## config.mk

```make
export PLATFORM = sky130hd
export DESIGN_NAME = alarm_timekeeper
export DESIGN_NICKNAME = d
export VERILOG_FILES = /design/src/rtl/alarm_timekeeper_pkg.sv /design/src/rtl/alarm_timekeeper_mod_counter.sv /design/src/rtl/alarm_timekeeper.sv
export SDC_FILE = /design/constraint.sdc
export NUM_CORES = 1
export LEC_CHECK = 0
export CAP_MARGIN = 20
export CORE_MARGIN = 2
export CORE_UTILIZATION = 49
export CTS_CLUSTER_DIAMETER = 40
export DETAILED_ROUTE_END_ITERATION = 7
export GPL_TIMING_DRIVEN = 0
export MAX_ROUTING_LAYER = met4
export PLACE_DENSITY = 0.69
export SETUP_SLACK_MARGIN = 0.1
export SYNTH_ARGS = -nofsm -noshare
export SYNTH_HDL_FRONTEND = slang
export SYNTH_SLANG_ARGS = --single-unit
```

## constraint.sdc

```tcl
create_clock -name clk -period 8 [get_ports clk]
set_input_delay 1.2 -clock clk [delete_from_list [all_inputs] [get_ports clk]]
set_output_delay 1.2 -clock clk [all_outputs]
set_load 0.005 [all_outputs]
```

## src/rtl/alarm_timekeeper_pkg.sv

```systemverilog
// Shared types and constants for the alarm timekeeper: FSM state encoding,
// field moduli and the hour modulus derived from the 12/24-hour mode.
package alarm_timekeeper_pkg;

    typedef enum logic [1:0] {
        ST_IDLE   = 2'd0,
        ST_RING   = 2'd1,
        ST_SNOOZE = 2'd2
    } alarm_state_t;

    localparam int SEC_MAX = 60;
    localparam int MIN_MAX = 60;

    function automatic int hmax(input int hours_24);
        return (hours_24 != 0) ? 24 : 12;
    endfunction

endpackage

```

## src/rtl/alarm_timekeeper_mod_counter.sv

```systemverilog
// Modulo-MODULUS up counter; carry flags the increment that wraps to zero.
module mod_counter #(
    parameter int WIDTH   = 6,
    parameter int MODULUS = 60
) (
    input  logic             clk,
    input  logic             reset_n,
    input  logic             inc,
    output logic             carry,
    output logic [WIDTH-1:0] value
);

    assign carry = inc && (value == WIDTH'(MODULUS - 1));

    always_ff @(posedge clk or negedge reset_n) begin
        if (!reset_n) begin
            value <= '0;
        end else if (inc) begin
            value <= carry ? '0 : value + WIDTH'(1);
        end
    end

endmodule

```

## src/rtl/alarm_timekeeper.sv

```systemverilog
// Time-of-day clock with N_ALARMS alarm channels and an IDLE/RING/SNOOZE
// ringer. Handshake-free: every control input is a one-cycle pulse on clk.
module alarm_timekeeper
    import alarm_timekeeper_pkg::*;
#(
    parameter int N_ALARMS   = 4,
    parameter int HOURS_24   = 0,
    parameter int SNOOZE_MIN = 5,
    parameter int RING_SEC   = 60,
    localparam int AW = (N_ALARMS > 1) ? $clog2(N_ALARMS) : 1
) (
    input  logic                clk,
    input  logic                reset_n,
    input  logic                tick_1hz,
    input  logic                adj_sec,
    input  logic                adj_min,
    input  logic                adj_hour,
    input  logic [AW-1:0]       al_sel,
    input  logic                al_adj_min,
    input  logic                al_adj_hour,
    input  logic                al_toggle,
    input  logic                snooze,
    input  logic                dismiss,
    output logic [5:0]          seconds,
    output logic [5:0]          minutes,
    output logic [4:0]          hours,
    output logic [5:0]          al_minutes,
    output logic [4:0]          al_hours,
    output logic [N_ALARMS-1:0] al_enable,
    output logic                ringing,
    output logic                snoozing,
    output logic [AW-1:0]       ring_idx,
    output alarm_state_t        fsm_state
);

    localparam int HMAX         = hmax(HOURS_24);
    localparam int SNOOZE_TICKS = SNOOZE_MIN * SEC_MAX;
    localparam int SW           = $clog2(SNOOZE_TICKS + 1);

    // An adjust pulse landing on a tick is parked and applied on the next
    // non-tick cycle; a fresh pulse arriving while one is parked waits its turn.
    logic pend_sec, pend_min, pend_hour;
    logic req_sec, req_min, req_hour;
    logic do_sec, do_min, do_hour;

    assign req_sec  = adj_sec  | pend_sec;
    assign req_min  = adj_min  | pend_min;
    assign req_hour = adj_hour | pend_hour;
    assign do_sec   = req_sec  & ~tick_1hz;
    assign do_min   = req_min  & ~tick_1hz;
    assign do_hour  = req_hour & ~tick_1hz;

    always_ff @(posedge clk or negedge reset_n) begin
        if (!reset_n) begin
            pend_sec  <= 1'b0;
            pend_min  <= 1'b0;
            pend_hour <= 1'b0;
        end else begin
            pend_sec  <= tick_1hz ? req_sec  : (adj_sec  & pend_sec);
            pend_min  <= tick_1hz ? req_min  : (adj_min  & pend_min);
            pend_hour <= tick_1hz ? req_hour : (adj_hour & pend_hour);
        end
    end

    // Carries only ripple on a real tick, so adjusts never spill into the next field.
    logic sec_carry, min_carry, hour_carry_unused;

    mod_counter #(.WIDTH(6), .MODULUS(SEC_MAX)) u_sec (
        .clk(clk), .reset_n(reset_n), .inc(tick_1hz | do_sec),
        .carry(sec_carry), .value(seconds)
    );
    mod_counter #(.WIDTH(6), .MODULUS(MIN_MAX)) u_min (
        .clk(clk), .reset_n(reset_n), .inc((sec_carry & tick_1hz) | do_min),
        .carry(min_carry), .value(minutes)
    );
    mod_counter #(.WIDTH(5), .MODULUS(HMAX)) u_hour (
        .clk(clk), .reset_n(reset_n), .inc((min_carry & tick_1hz) | do_hour),
        .carry(hour_carry_unused), .value(hours)
    );

    logic [5:0]          al_min_v [N_ALARMS];
    logic [4:0]          al_hr_v  [N_ALARMS];
    logic [N_ALARMS-1:0] al_min_carry_unused, al_hr_carry_unused, sel_hit;

    for (genvar i = 0; i < N_ALARMS; i++) begin : g_al
        assign sel_hit[i] = (al_sel == AW'(i));
        mod_counter #(.WIDTH(6), .MODULUS(MIN_MAX)) u_al_min (
            .clk(clk), .reset_n(reset_n), .inc(al_adj_min & sel_hit[i]),
            .carry(al_min_carry_unused[i]), .value(al_min_v[i])
        );
        mod_counter #(.WIDTH(5), .MODULUS(HMAX)) u_al_hr (
            .clk(clk), .reset_n(reset_n), .inc(al_adj_hour & sel_hit[i]),
            .carry(al_hr_carry_unused[i]), .value(al_hr_v[i])
        );
    end

    always_ff @(posedge clk or negedge reset_n) begin
        if (!reset_n) begin
            al_enable <= '0;
        end else if (al_toggle) begin
            al_enable <= al_enable ^ sel_hit;
        end
    end

    logic [5:0] sel_min;
    logic [4:0] sel_hr;

    always_comb begin
        sel_min = '0;
        sel_hr  = '0;
        for (int i = 0; i < N_ALARMS; i++) begin
            if (sel_hit[i]) begin
                sel_min = al_min_v[i];
                sel_hr  = al_hr_v[i];
            end
        end
    end

    always_ff @(posedge clk or negedge reset_n) begin
        if (!reset_n) begin
            al_minutes <= '0;
            al_hours   <= '0;
        end else begin
            al_minutes <= sel_min;
            al_hours   <= sel_hr;
        end
    end

    // Match against the time the wrapping tick is about to produce.
    logic [5:0]    next_min;
    logic [4:0]    next_hour;
    logic          hit, trigger, ring_ch_en, kill;
    logic [AW-1:0] hit_idx;

    assign next_min  = (minutes == 6'(MIN_MAX - 1)) ? '0 : minutes + 6'd1;
    assign next_hour = (minutes != 6'(MIN_MAX - 1)) ? hours :
                       (hours == 5'(HMAX - 1)) ? '0 : hours + 5'd1;

    always_comb begin
        hit        = 1'b0;
        hit_idx    = '0;
        ring_ch_en = 1'b0;
        for (int i = N_ALARMS - 1; i >= 0; i--) begin
            if (al_enable[i] && al_min_v[i] == next_min && al_hr_v[i] == next_hour) begin
                hit     = 1'b1;
                hit_idx = AW'(i);
            end
            if (ring_idx == AW'(i)) begin
                ring_ch_en = al_enable[i];
            end
        end
    end

    assign trigger = hit & sec_carry & tick_1hz;
    assign kill    = al_toggle && (al_sel == ring_idx) && ring_ch_en;

    alarm_state_t   state;
    logic [7:0]     ring_cnt;
    logic [SW-1:0]  snooze_cnt;

    assign fsm_state = state;

    always_ff @(posedge clk or negedge reset_n) begin
        if (!reset_n) begin
            state      <= ST_IDLE;
            ringing    <= 1'b0;
            snoozing   <= 1'b0;
            ring_idx   <= '0;
            ring_cnt   <= '0;
            snooze_cnt <= '0;
        end else begin
            case (state)
                ST_IDLE: begin
                    if (trigger) begin
                        state    <= ST_RING;
                        ringing  <= 1'b1;
                        ring_idx <= hit_idx;
                        ring_cnt <= '0;
                    end
                end
                ST_RING: begin
                    if (dismiss || kill) begin
                        state   <= ST_IDLE;
                        ringing <= 1'b0;
                    end else if (snooze) begin
                        state      <= ST_SNOOZE;
                        ringing    <= 1'b0;
                        snoozing   <= 1'b1;
                        snooze_cnt <= SW'(SNOOZE_TICKS);
                    end else if (tick_1hz) begin
                        if (ring_cnt == 8'(RING_SEC - 1)) begin
                            state   <= ST_IDLE;
                            ringing <= 1'b0;
                        end else begin
                            ring_cnt <= ring_cnt + 8'd1;
                        end
                    end
                end
                ST_SNOOZE: begin
                    if (dismiss || kill) begin
                        state    <= ST_IDLE;
                        snoozing <= 1'b0;
                    end else if (tick_1hz) begin
                        if (snooze_cnt == SW'(1)) begin
                            state    <= ST_RING;
                            snoozing <= 1'b0;
                            ringing  <= 1'b1;
                            ring_cnt <= '0;
                        end else begin
                            snooze_cnt <= snooze_cnt - SW'(1);
                        end
                    end
                end
                default: begin
                    state    <= ST_IDLE;
                    ringing  <= 1'b0;
                    snoozing <= 1'b0;
                end
            endcase
        end
    end

endmodule

```

==> metrics.cfg, run 1 <==
[critical_path]
path_class=primary input to flop
cpMaxStageDelayCell=a21oi_1
arrival_ns=4.21
cpMostUsedCell=nand2_1
start_kind=primary input
crit_fanout=10
rrSetupSlack_ns=4.49
critPathRequiredTime_ns=8.24
end_kind=flop
reg2reg_to=ring_cnt[0]$_DFFE_PN0P_
slowest_delay_ns=0.60
reg2reg_depth=12
r2r-start=u_min.value[1]$_DFFE_PN0N_
cp_cell_sequence=clkdlybuf4s50_1 -> buf_2 -> nor2_1 -> a22oi_1 -> o22ai_1 -> a21oi_1 -> a21boi_0 -> nand2_1 -> nor3_1 -> xnor2_1 -> nand2_1

[yosys]
yosys_warnings=0
postSynthAreaPerCell_um2=9.196
syn-num-nets=733
ys.flop_type=dfrtp_1
synth_cell_types=74
synth_enable_flop_cells=0
yosysTopAreaCell=dfrtp_1
muxShareOfSynthArea=0.06379
synth_common_cells=dfrtp_1 (102), nand2_1 (81), o21ai_0 (47)
ys_seq_area_frac=0.3931
synth_compound_area_frac=0.1777
synthSimpleGateAreaFrac=0.2187
synth_fa_ha_area_frac=0.02852
synth.area.top_cells=dfrtp_1 (39%), nand2_1 (4.7%), xnor2_1 (4.2%), mux4_2 (3.8%), o21ai_0 (3.6%)
syn_inst=706
yosysMostFrequentCell=dfrtp_1
ys_ff_latch=102
async_flop_share=1.000
synth_top_area_share=0.3931
syn_area_um2=6492
synth_top_family_by_area=simple AND/OR/NAND/NOR gates
yosys.area_share.xor_xnor=0.07439

[timing]
clock_skew_ns=0.009723
worst_pin_slew_ns=0.8026
rsz0062_at_grt=false
worst_hold_slack_ns=0.5221
hold_viol_final=0
timing.final.crit_share=0.4962
maxSlewHeadroom=0.4649
fin_crit_ns=3.970
drv_slew=0
fmax_mhz=251.9
setup-violations-final=0
setup_tns_ns=0

[global_route]
track_usage=0.2639
grt_remaining_overflow=0
grt_pass1_wl_um=28460
grt_pass1_vias=5336
grt_start_max_net_pins=53
antenna_found_initial=0

[clock_tree]
clkTransAtPathRegs_ns=0.07
clk_latency_ns=0.36
cts_resized=0
htreeDepth=3
cts_tree=done
cts_made_buffers=9
ctsHoldBuffers=0
cts_setup_buffers=0
root_buffer=clkbuf_16
cts_sinks=102
cts_buffer_depth=2

[detailed_routing]
avgRoutedWirePerCell_um=18.48
via_per_inst=6.025
firstDrtPassIters=5
drcViolationCount=0
wl_um=17540
drt.antenna.violating_nets=0
vias=5718
dr.first_iter.drc_count=523

[floorplan]
rows=42
dieHeight_um=119.1
start_util=0.4962
chipWidth_um=119.1
coreArea_um2=13090
ios=51
dieArea_um2=14190

[cells_and_area]
regArea_um2=2552
fillerInstances=1156
multiInputGateArea_um2=3656
syn_to_final_growth_pct=17.42
drive_gt1_frac=0.09961
final_cell_count_no_fill=949
layout.nets=795
antenna_cells=0

[worst_hold_path]
min-delay-start=ringing$_DFFE_PN0P_
min_delay_path_depth=1
hold_path.class=flop to flop
min_to=ringing$_DFFE_PN0P_

[power]
combinationalPowerShare=0.423
peakVddDrop_mv=0.1609
pwr_density_cell_nw_per_um2=323.1
p_leak_nw=3.226
swShare=0.3778
power_frac_seq=0.347
intPower_w=0.001533
power_frac_clock=0.230
p_sw_w=0.0009306
p_total_w=0.002463

[place]
globalplace.congestion=0.9300
io_buffers=50
placedCellCount=933
dp_hpwl_um=12980

[run]
maxCapViolCount=0

[status]
run_status=completed

layout by cell type (no fill, tap or decap), types with 11 or more instances in the layout:
master,netlist,layout
o21ai_0,47,47
o211ai_1,11,11
dfrtp_1,102,102
nand2b_1,12,12
buf_2,12,12
nor2_1,43,43
mux4_2,11,11
clkdlybuf4s50_1,0,49
xnor2_1,31,31
ha_1,14,14
nor2b_1,12,12
inv_1,28,28
and3_1,14,14
xor2_1,19,19
clkbuf_1,21,21
nand3_1,35,35
nand2_1,81,81
mux2_2,13,13
nor3_1,15,15
a21oi_1,34,34
power groups by stage:
stage               combinational (W)  sequential, W  clock [W]
floorplan                    0.000690       0.000800          0
global placement              0.00101       0.000852          0
detailed placement            0.00103       0.000859          0
CTS                           0.00104       0.000851   0.000574
global route                  0.00114       0.000873   0.000594
finish                        0.00104       0.000855   0.000566
sequential cells by signal (all words and copies together), names as in the netlist:
| register | cells |
|---|---|
| g_al.u_al_min.value | 24 |
| u_min.value | 6 |
| ringing | 1 |
| fsm_state | 2 |
| al_minutes | 6 |
| snooze_cnt | 9 |
| u_sec.value | 6 |
| g_al.u_al_hr.value | 20 |
| u_hour.value | 5 |
| ring_idx | 2 |
| pend_sec | 1 |
| al_enable | 4 |
| pend_min | 1 |
| al_hours | 5 |
| ring_cnt | 8 |
| pend_hour | 1 |
| snoozing | 1 |
how the worst max path moves through the flow:
stage,startpoint,end,depth (start not counted)
2_1_floorplan,al_sel[0],snooze_cnt[7]$_DFFE_PN0P_,9
3_3_place_gp,reset_n,snooze_cnt[6]$_DFFE_PN0P_,1
3_5_place_dp,al_sel[0],snooze_cnt[5]$_DFFE_PN0P_,11
4_1_cts,al_sel[0],snooze_cnt[5]$_DFFE_PN0P_,11
5_1_grt,al_sel[0],snooze_cnt[4]$_DFFE_PN0P_,11
6_report,al_sel[0],snooze_cnt[5]$_DFFE_PN0P_,11
logic make-up (layout without fill, tap and decap cells):
group,Yosys count,in the layout
flip-flops,102,102
AO/OA/AOI/OAI,170,170
AND/OR/NAND/NOR,274,274
buffers and inverters,67,134
multiplexers,26,26
adder cells (fa/ha/maj),15,15
XOR/XNOR,52,52
cell type report:
| type | count | share of cell area |
|---|---|---|
| plain buffers | 39 | 0.02347 |
| clock buffers | 9 | 0.02954 |
| clock inverters | 7 | 0.02101 |
| inverters | 28 | 0.01379 |
| multi-input cells | 537 | 0.4796 |
| flip-flops and latches | 102 | 0.3348 |
| well taps | 176 | 0.02889 |
| repair buffers | 51 | 0.06893 |
critical path, delay by kind of cell:
kind                      cells  cell delay (ns)
AOI/OAI and AO/OA             4             1.40
xor gates and xnor gates      1             0.15
and+or+nand+nor               4             0.66
buffers and inverters         2             0.78
routing by layer:
metal	share of wire	routed length (µm)	vias up	global-route usage
met5	0	0	-	-
met4	0.021	376	0	0.08557
met3	0.050	875	26	0.03496
met2	0.46	8127	165	0.4045
met1	0.47	8159	2829	0.3660
li1	-	-	2698	-
per-stage QoR:
stage / area, µm² / util / setup WS, ns
finish: 7624 / 0.5826 / 4.030
floorplan: 6492 / - / 4.815
detailed placement: 7238 / 0.5532 / 3.672
global route: 7624 / 0.5826 / 3.675
global placement: 7213 / 0.5513 / 1.801
CTS: 7624 / 0.5826 / 4.020
No activity file was read; power rests on OpenSTA's default activity.
==> inputs of run 2 (changes only) <==
- clock period: 8 -> 4 ns (I/O delays scaled with it)
==> results of run 2 <==
Same layout as run 1 (identical final DEF). Status: completed.
Among the figures that moved: setup slack after placement 3.672 ns -> 0.2723 ns; setup slack after layout 4.030 ns -> 0.4860 ns; hold slack 0.5221 ns -> 0.2680 ns; start point of the critical path al_sel[0] -> u_min.value[1]$_DFFE_PN0N_; end point of the critical path snooze_cnt[5]$_DFFE_PN0P_ -> ring_cnt[0]$_DFFE_PN0P_; register-to-register setup slack 4.49 ns -> 0.49 ns; total power 0.002463 W -> 0.004927 W; worst IR drop on VDD 0.1609 mV -> 0.3219 mV
==> inputs of run 3 (changes only) <==
- CAP_MARGIN: 20 -> unset
- SYNTH_HIERARCHICAL: unset -> 1
==> metrics.cfg, run 3 <==
[status]
run_status=completed

[critical_path]
reg2reg_depth=13
cp_cell_sequence=ha_1 -> buf_2 -> and2b_1 -> and3_1 -> clkbuf_1 -> o21a_1 -> o221ai_1 -> or4_1 -> o2111ai_4 -> a41oi_4 -> clkbuf_1 -> o31ai_1 -> a21oi_1
arrival_ns=3.85
critPathTopFamily=simple AND/OR/NAND/NOR gates
cpMaxStageDelayCell=or4_1
critPathRequiredTime_ns=4.24
end_kind=flop
path_class=flop to flop
crit_fanout=10
slowest_delay_ns=0.63
start_kind=flop
cpMostUsedCell=clkbuf_1
cp.depth=13
path_buf_inv=3

[cells_and_area]
final_common_cell=dfrtp_1
largest_reg_flops=24
drive_gt1_frac=0.1159
final_cell_count_no_fill=935
largestRegisters=g_al.u_al_min/value x24, g_al.u_al_hr/value x20, snooze_cnt x9
layout.nets=785
syn_to_final_growth_pct=16.38
finalInstanceArea_um2=7697
antenna_cells=0
regMostFlops=g_al.u_al_min/value
layout_common_cells=dfrtp_1 (101), nand2_1 (52), clkdlybuf4s50_1 (48), o21ai_0 (43), nor2_1 (41)
utilization=0.5836

[clock_tree]
root_buffer=clkbuf_16
cts_buffer_depth=2
clkTransAtPathRegs_ns=0.07
cts_made_buffers=9
cts_sinks=102
clk_latency_ns=0.36
cts_tree=done
ctsHoldBuffers=0
htreeDepth=3

[timing]
clock_skew_ns=0.003302
setup-violations-final=0
setup_tns_ns=0
hold_viol_final=0
fmax_mhz=276.7
worst_hold_slack_ns=0.2150
drv_slew=0
fin_crit_ns=3.614
rsz0062_at_grt=true
worst_pin_slew_ns=0.8151
timing.final.crit_share=0.9036
maxSlewHeadroom=0.4566

[run]
maxCapViolCount=0

[yosys]
yosys_warnings=6
syn_inst=692
postSynthAreaPerCell_um2=9.558
syn-num-nets=721
syn_area_um2=6614

[place]
io_buffers=49
place_area_um2=7350
globalplace.congestion=0.9090
placedCellCount=918
dp_hpwl_um=12090

[floorplan]
dieHeight_um=120.2
start_util=0.5014
coreArea_um2=13190
rows=42
dieArea_um2=14440
chipWidth_um=120.2
ios=51

[global_route]
track_usage=0.2499
grt_start_max_net_pins=65
grt_remaining_overflow=0
top_usage_layer=met2
grt.met3_usage=0.04151
grt_pass1_wl_um=27880
antenna_found_initial=0
grt_util_met2=0.3778
grt_pass1_vias=5526
met1_usage=0.3442

[detailed_routing]
vias=5746
via_per_inst=6.145
drt.antenna.violating_nets=0
dr.first_iter.drc_count=510
wl_um=16540
drcViolationCount=0
avgRoutedWirePerCell_um=17.69
firstDrtPassIters=5

[power]
pwr_density_cell_nw_per_um2=630.8
p_leak_nw=3.190
peakVddDrop_mv=0.3947

[worst_hold_path]
hold_path.class=primary input to asynchronous set/reset pin

-- run 3: changes by cell type in the layout (fill, tap and decap cells not counted), sizes merged, moves of 6 or more --
cell / previous run / this run
xnor2: 31 / 24
a21oi: 36 / 21
a41oi: 2 / 8
o211ai: 11 / 3
nand2: 81 / 52
nand4: 9 / 20
nor3: 16 / 22
and3: 14 / 24
-- run 3: through the flow --
step | total power, W | worst slack [ns]
3_5_place_dp | 0.003942 | -1.068
6_report | 0.004856 | 0.3858
5_1_grt | 0.005208 | 0.1010
2_1_floorplan | 0.003135 | 0.7033
4_1_cts | 0.004839 | 0.1552
3_3_place_gp | 0.003845 | -1.498
-- run 3: worst paths after layout --
check                                                       end  slack [ns]                  startpoint
max                                     ring_cnt[5]$_DFFE_PN0P_        0.39  u_min/value[0]$_DFFE_PN0P_
min                        g_al[1].u_al_hr/value[3]$_DFFE_PN0P_        0.21                     reset_n
max reg2reg                             ring_cnt[5]$_DFFE_PN0P_        0.39  u_min/value[0]$_DFFE_PN0P_
min reg2reg                            al_enable[1]$_DFFE_PN0P_        0.53    al_enable[1]$_DFFE_PN0P_
max in group asynchronous             snooze_cnt[7]$_DFFE_PN0P_        3.11                     reset_n
min in group clk                       al_enable[1]$_DFFE_PN0P_        0.53    al_enable[1]$_DFFE_PN0P_
-- run 3: timing repair --
action | CTS | global route
gates resized for setup | 5 | 7
pin swaps | 0 | 1
setup buffers | 0 | 3
setup endpoints to repair | 5 | 11
-- run 3: area by class of cell --
cell class / instances / area [µm²]
clock buffers: 11 / 242.7
fillers: 1149 / 5493
multi-input cells: 532 / 3852
flip-flops and latches: 102 / 2554
plain buffers: 29 / 135.1
inverters: 29 / 108.9
clock inverters: 3 / 46.29
well taps: 176 / 220.2
repair buffers: 53 / 538.0
-- run 3: report_power, final --
part | internal (W) | total, W | switching [W]
logic | 0.00107 | 0.00205 | 0.000983
clock network | 0.000496 | 0.000876 | 0.000380
registers | 0.00135 | 0.00193 | 0.000580
total | 0.00291 | 0.00486 | 0.00194
-- run 3: routing by layer --
layer / part of all wire / vias to the layer above
met4: 0.021 / 0
met5: 0 / -
met1: 0.45 / 2811
met3: 0.060 / 26
li1: - / 2711
met2: 0.46 / 198
-- run 3: worst reg2reg max path: cells and delay by family (launching register included) --
kind / cells / cell delay (ns)
buf+inv: 3 / 0.70
flops: 1 / 0.48
simple gates: 3 / 1.09
compound gates: 6 / 1.03
fa+ha+maj: 1 / 0.21
==> edit 1, RTL diff (settings of run 2) <==
Put one more register stage on the output `al_hours`, without a reset. The value now appears one clock later. The other outputs are not delayed to match.
--- a/src/rtl/alarm_timekeeper.sv
+++ b/src/rtl/alarm_timekeeper.sv
@@ -37,6 +37,8 @@
     localparam int SNOOZE_TICKS = SNOOZE_MIN * SEC_MAX;
     localparam int SW           = $clog2(SNOOZE_TICKS + 1);
 
+    logic [4:0] al_hours_s0;
+
     // An adjust pulse landing on a tick is parked and applied on the next
     // non-tick cycle; a fresh pulse arriving while one is parked waits its turn.
     logic pend_sec, pend_min, pend_hour;
@@ -119,10 +121,10 @@
     always_ff @(posedge clk or negedge reset_n) begin
         if (!reset_n) begin
             al_minutes <= '0;
-            al_hours   <= '0;
+            al_hours_s0 <= '0;
         end else begin
             al_minutes <= sel_min;
-            al_hours   <= sel_hr;
+            al_hours_s0 <= sel_hr;
         end
     end
 
@@ -220,5 +222,9 @@
         end
     end
 
+    always_ff @(posedge clk) begin
+        al_hours <= al_hours_s0;
+    end
+
 endmodule
 
Check against the original RTL: not equivalent (Yosys sat finds a counterexample within 4 cycles, from zero or initial values and one cycle with reset_n low).
==> edit 1 against run 2 <==
  * Synthesized area rose by 4.4%
  * Setup slack got worse by 0.016 ns
  * Wire length rose by 8.4%
  * Fmax fell by 0.44%
  * Design area rose by 2.4%
  * Largest cell class unchanged
  * Critical path depth fell by 3
  * Combinational power rose by 8%
  * Global-route usage rose by 1.2 points
  * Sequential cell count rose by 5
  * Power rose by 0.12%
  * Utilization barely moved
  * Synthesized cell count rose by 6.4%
  * Clock power fell by 22%
==> edit 1: results (changes against run 2) <==
Pwr
  • Worst vdd ir: 0.324 mV (+0.56%)
  • Int Pwr: 2.86 mW (-6.7%)
  • Clock power frac: 0.179 (-0.051)
  • Lkg Pwr: 3.19 nW (-1.1%)

Logic synthesis
  • Post-Synthesis Net Count: 778 (+6.1%)
  • Seq/Total Area, Yosys: 0.391 (-0.00171)
  • Synth area leaders: dfrtp_1, nand2_1, xnor2_1
  • Mapped Cells: 751 (+6.4%)
  • Synth unique cells: 81 (+9.5%)
  • Post-synth top cells: dfrtp_1, nand2_1, o21ai_0
  • Async set-reset flop share out of synthesis: 0.953 (-0.0467)

GRT
  • GR Util All Layers: 0.276 (+0.0119)
  • Largest net degree at the start of global routing: 58 (+9.4%)
  • First-pass GRT wire length: 30800 µm (+8.3%)

Final layout
  • Final Non-Filler Cells: 994 (+4.7%)
  • Share of cells above drive strength 1: 0.0917 (-0.00792)

Route
  • DR WL/cell: 19.1 µm (+3.5%)
  • Routed length on met2: 9230 µm (+14%)
  • WL met3: 1130 µm (+29%)
  • DRC marker count from the first detailed-route iteration: 641 (+23%)
  • Wl on met1: 8300 µm (+1.8%)

Setup path
  • Crit path DAT: 3.78 ns (+0.02 ns)

Place
  • Setup WS pre-CTS: 0.118 ns (-0.154 ns)
  • DP Wirelength: 13900 µm (+7.3%)
  • Dpl cells: 978 (+4.8%)

STA
  • Fin Hold WS: 0.229 ns (-0.0387 ns)
  • Worst-Margin Slew: 0.998 ns (+0.196 ns)

Outcome
  • Status: completed
## edit 1: through the flow
stage	power [mW]	instance area, µm²	setup TNS (ns)
finish	4.93	7810	0
floorplan	3.14	6780	0
detailed placement	4.02	7520	0
CTS	4.91	7810	0
global placement	3.95	7500	-153.91
global route	5.24	7810	0
## edit 1: power by group through the flow
| stage | sequential (mW) | combinational (mW) | clock [mW] |
|---|---|---|---|
| floorplan | 1.69 | 1.45 | 0 |
| global placement | 1.78 | 2.16 | 0 |
| detailed placement | 1.80 | 2.21 | 0 |
| CTS | 1.78 | 2.22 | 0.905 |
| global route | 1.84 | 2.46 | 0.943 |
| finish | 1.80 | 2.26 | 0.881 |
## edit 1: cell type report
type | count | area (µm²)
Clock buffer | 9 | 225
Clock inverter | 7 | 62.6
Sequential cell | 107 | 2650
Inverter | 25 | 93.8
Buffer | 47 | 213
Fill cell | 1186 | 5590
Timing Repair Buffer | 51 | 526
Tap cell | 176 | 220
Multi-Input combinational cell | 572 | 3820
## edit 1: worst paths after layout
kind,endpoint,cells past startpoint
max in group asynchronous,g_al[3].u_al_min.value[0],2
worst min-delay path,u_sec.value[4],1
worst max register to register,ring_cnt[5],11
min in group clk,al_hours[4],0
worst max-delay path,snooze_cnt[5],9
worst min register to register,al_hours[4],0
## edit 1: critical path: stages
cell and delay, ns:
clkdlybuf4s50_1 0.51, clkbuf_1 0.51, a211oi_1 0.13, o21a_1 0.30
nor4b_1 0.84, o21ai_0 0.35, nor3_1 0.29, xnor2_1 0.16
nand2_1 0.09
## edit 1: cell families (layout without fill, tap and decap cells)
family          after synthesis  count (layout)  synth area share
compound gates              188             188             0.191
simple gates                304             304             0.236
mux                          20              20            0.0513
fa+ha+maj                    15              15            0.0273
xor+xnor                     45              45            0.0582
flops                       107             107             0.391
buf+inv                      72             139            0.0452
## edit 1: routing by layer
layer  vias up  global-route usage
li1       2891                   -
met1      3118               0.367
met3        32              0.0421
met4         0              0.0805
met2       236               0.440
met5         -                   -
==> edit 2, RTL diff (flow settings as in run 2) <==
Without the edit above. The parameter `RING_SEC` goes from 60 to 59.
--- a/src/rtl/alarm_timekeeper.sv
+++ b/src/rtl/alarm_timekeeper.sv
@@ -6,7 +6,7 @@
     parameter int N_ALARMS   = 4,
     parameter int HOURS_24   = 0,
     parameter int SNOOZE_MIN = 5,
-    parameter int RING_SEC   = 60,
+    parameter int RING_SEC   = 59,
     localparam int AW = (N_ALARMS > 1) ? $clog2(N_ALARMS) : 1
 ) (
     input  logic                clk,
Behaviour: no difference found for any inputs over 10 cycles, from zero or initial values and one cycle with reset_n low; that may be too few to reach the edited logic, so the function may still have changed.
==> edit 2 against run 2 <==
  * Register-to-register slack better by 0.19 ns
  * Utilization increased by 0.30 points
  * Design area fell by 2.3%
  * Largest power group unchanged
  * Critical path depth is 2 lower
  * Wire length is 2.6% lower
  * Final cell count shrank 1.8%
  * Setup slack worse by 0.11 ns
  * Sequential share of layout area up 0.78 points
  * Highest routed layer unchanged
  * Power is 3.0% lower
  * Via count down 2.0%
  * Synthesized area down 0.98%
  * Sequential cell count is the same
  * Sequential power barely moved
==> edit 2: results (changes against run 2) <==
Outcome
  • Status: completed

Logic synthesis
  • Post-synthesis mux area share: 0.0607 (-0.00306)
  • Seq/Total Area, Yosys: 0.397 (+0.00390)
  • XOR/XNOR Fraction of Synth Area: 0.0666 (-0.00783)
  • Synth Area in Compound Gates: 0.202 (+0.0241)
  • Post-Synth Adder-Cell Area: 0.0308 (+0.00223)
  • Post-Synthesis Net Count: 722 (-1.5%)
  • Mapped Cells: 694 (-1.7%)
  • Synth area leaders: dfrtp_1, nand2_1, xnor2_1
  • Synth unique cells: 83 (+12%)
  • Post-synth top cells: dfrtp_1, nand2_1, o21ai_0

Setup path
  • Worst R2R Setup Slack: 0.68 ns (+0.19 ns)
  • R2R cell count: 11 (-1)
  • Worst setup endpoint: ring_cnt[4]
  • Critical Path Start: al_sel[0]
  • Reg2reg end: ring_cnt[6]
  • Top delay family on crit path: simple AND/OR/NAND/NOR gates
  • Crit path DAT: 3.86 ns (+0.10 ns)
  • Critical path's largest stage delay: 0.93 ns (+0.48 ns)

Pwr
  • NetSw: 1.95 mW (+4.7%)
  • Lkg Pwr: 3.05 nW (-5.4%)
  • Clock power frac: 0.186 (-0.044)
  • Gate power share: 0.456 (+0.033)

GRT
  • Met2 usage: 0.407 (+0.00216)
  • Met1 Use GR: 0.329 (-0.0371)
  • M3 GR Usage: 0.0555 (+0.0205)
  • Largest net degree at the start of global routing: 64 (+21%)
  • First-pass GRT wire length: 27800 µm (-2.4%)
  • Number of global-route vias before repair: 5519 (+3.4%)
  • GR Util All Layers: 0.256 (-0.00756)

Route
  • Via Count: 5601 (-2.0%)
  • Vias per cell: 6.01 (-0.26%)
  • Wl on met1: 7520 µm (-7.9%)
  • Routed length on met2: 8310 µm (+2.3%)
  • DR WL/cell: 18.3 µm (-0.82%)
  • DRC marker count from the first detailed-route iteration: 447 (-15%)
  • WL met3: 892 µm (+1.9%)

Final layout
  • Fill count: 1157 (+0.087%)
  • Share of cells above drive strength 1: 0.104 (+0.00434)
  • Final Net Count: 783 (-1.5%)

Clocking
  • CTS Root Cell: clkbuf_16

STA
  • Clock Skews: 0.00593 ns (-0.00380 ns)

Place
  • PortBufs: 49 (-2.0%)
  • Dpl cells: 916 (-1.8%)
edit 2: cell types whose count changed after synthesis, moves of 4 or more:
cell and delta:
buf_2 -9, nand3_1 +9, nand2b_1 -8, and2_1 -7, o21ai_1 +7, buf_4 +5, inv_1 +5, o211ai_1 -5
a21oi_1 +4, nand4_1 +4, nor2b_1 -4, o22ai_1 +4
edit 2: per-stage QoR:
| stage | hold slack (ns) | worst slack (ns) |
|---|---|---|
| CTS | 0.227 | 0.507 |
| floorplan | 0.304 | 1.30 |
| detailed placement | 0.496 | 0.146 |
| global placement | 0.489 | -1.60 |
| global route | 0.256 | 0.223 |
| finish | 0.213 | 0.379 |
edit 2: cell type report:
class                   count  area (µm²)  area share
well taps                 172         215      0.0289
clock inverters             6        62.6     0.00840
plain buffers              36         183      0.0245
flip-flops and latches    102        2550       0.343
inverters                  33         124      0.0166
multi-input cells         523        3570       0.479
repair buffers             50         515      0.0692
clock buffers              10         229      0.0307
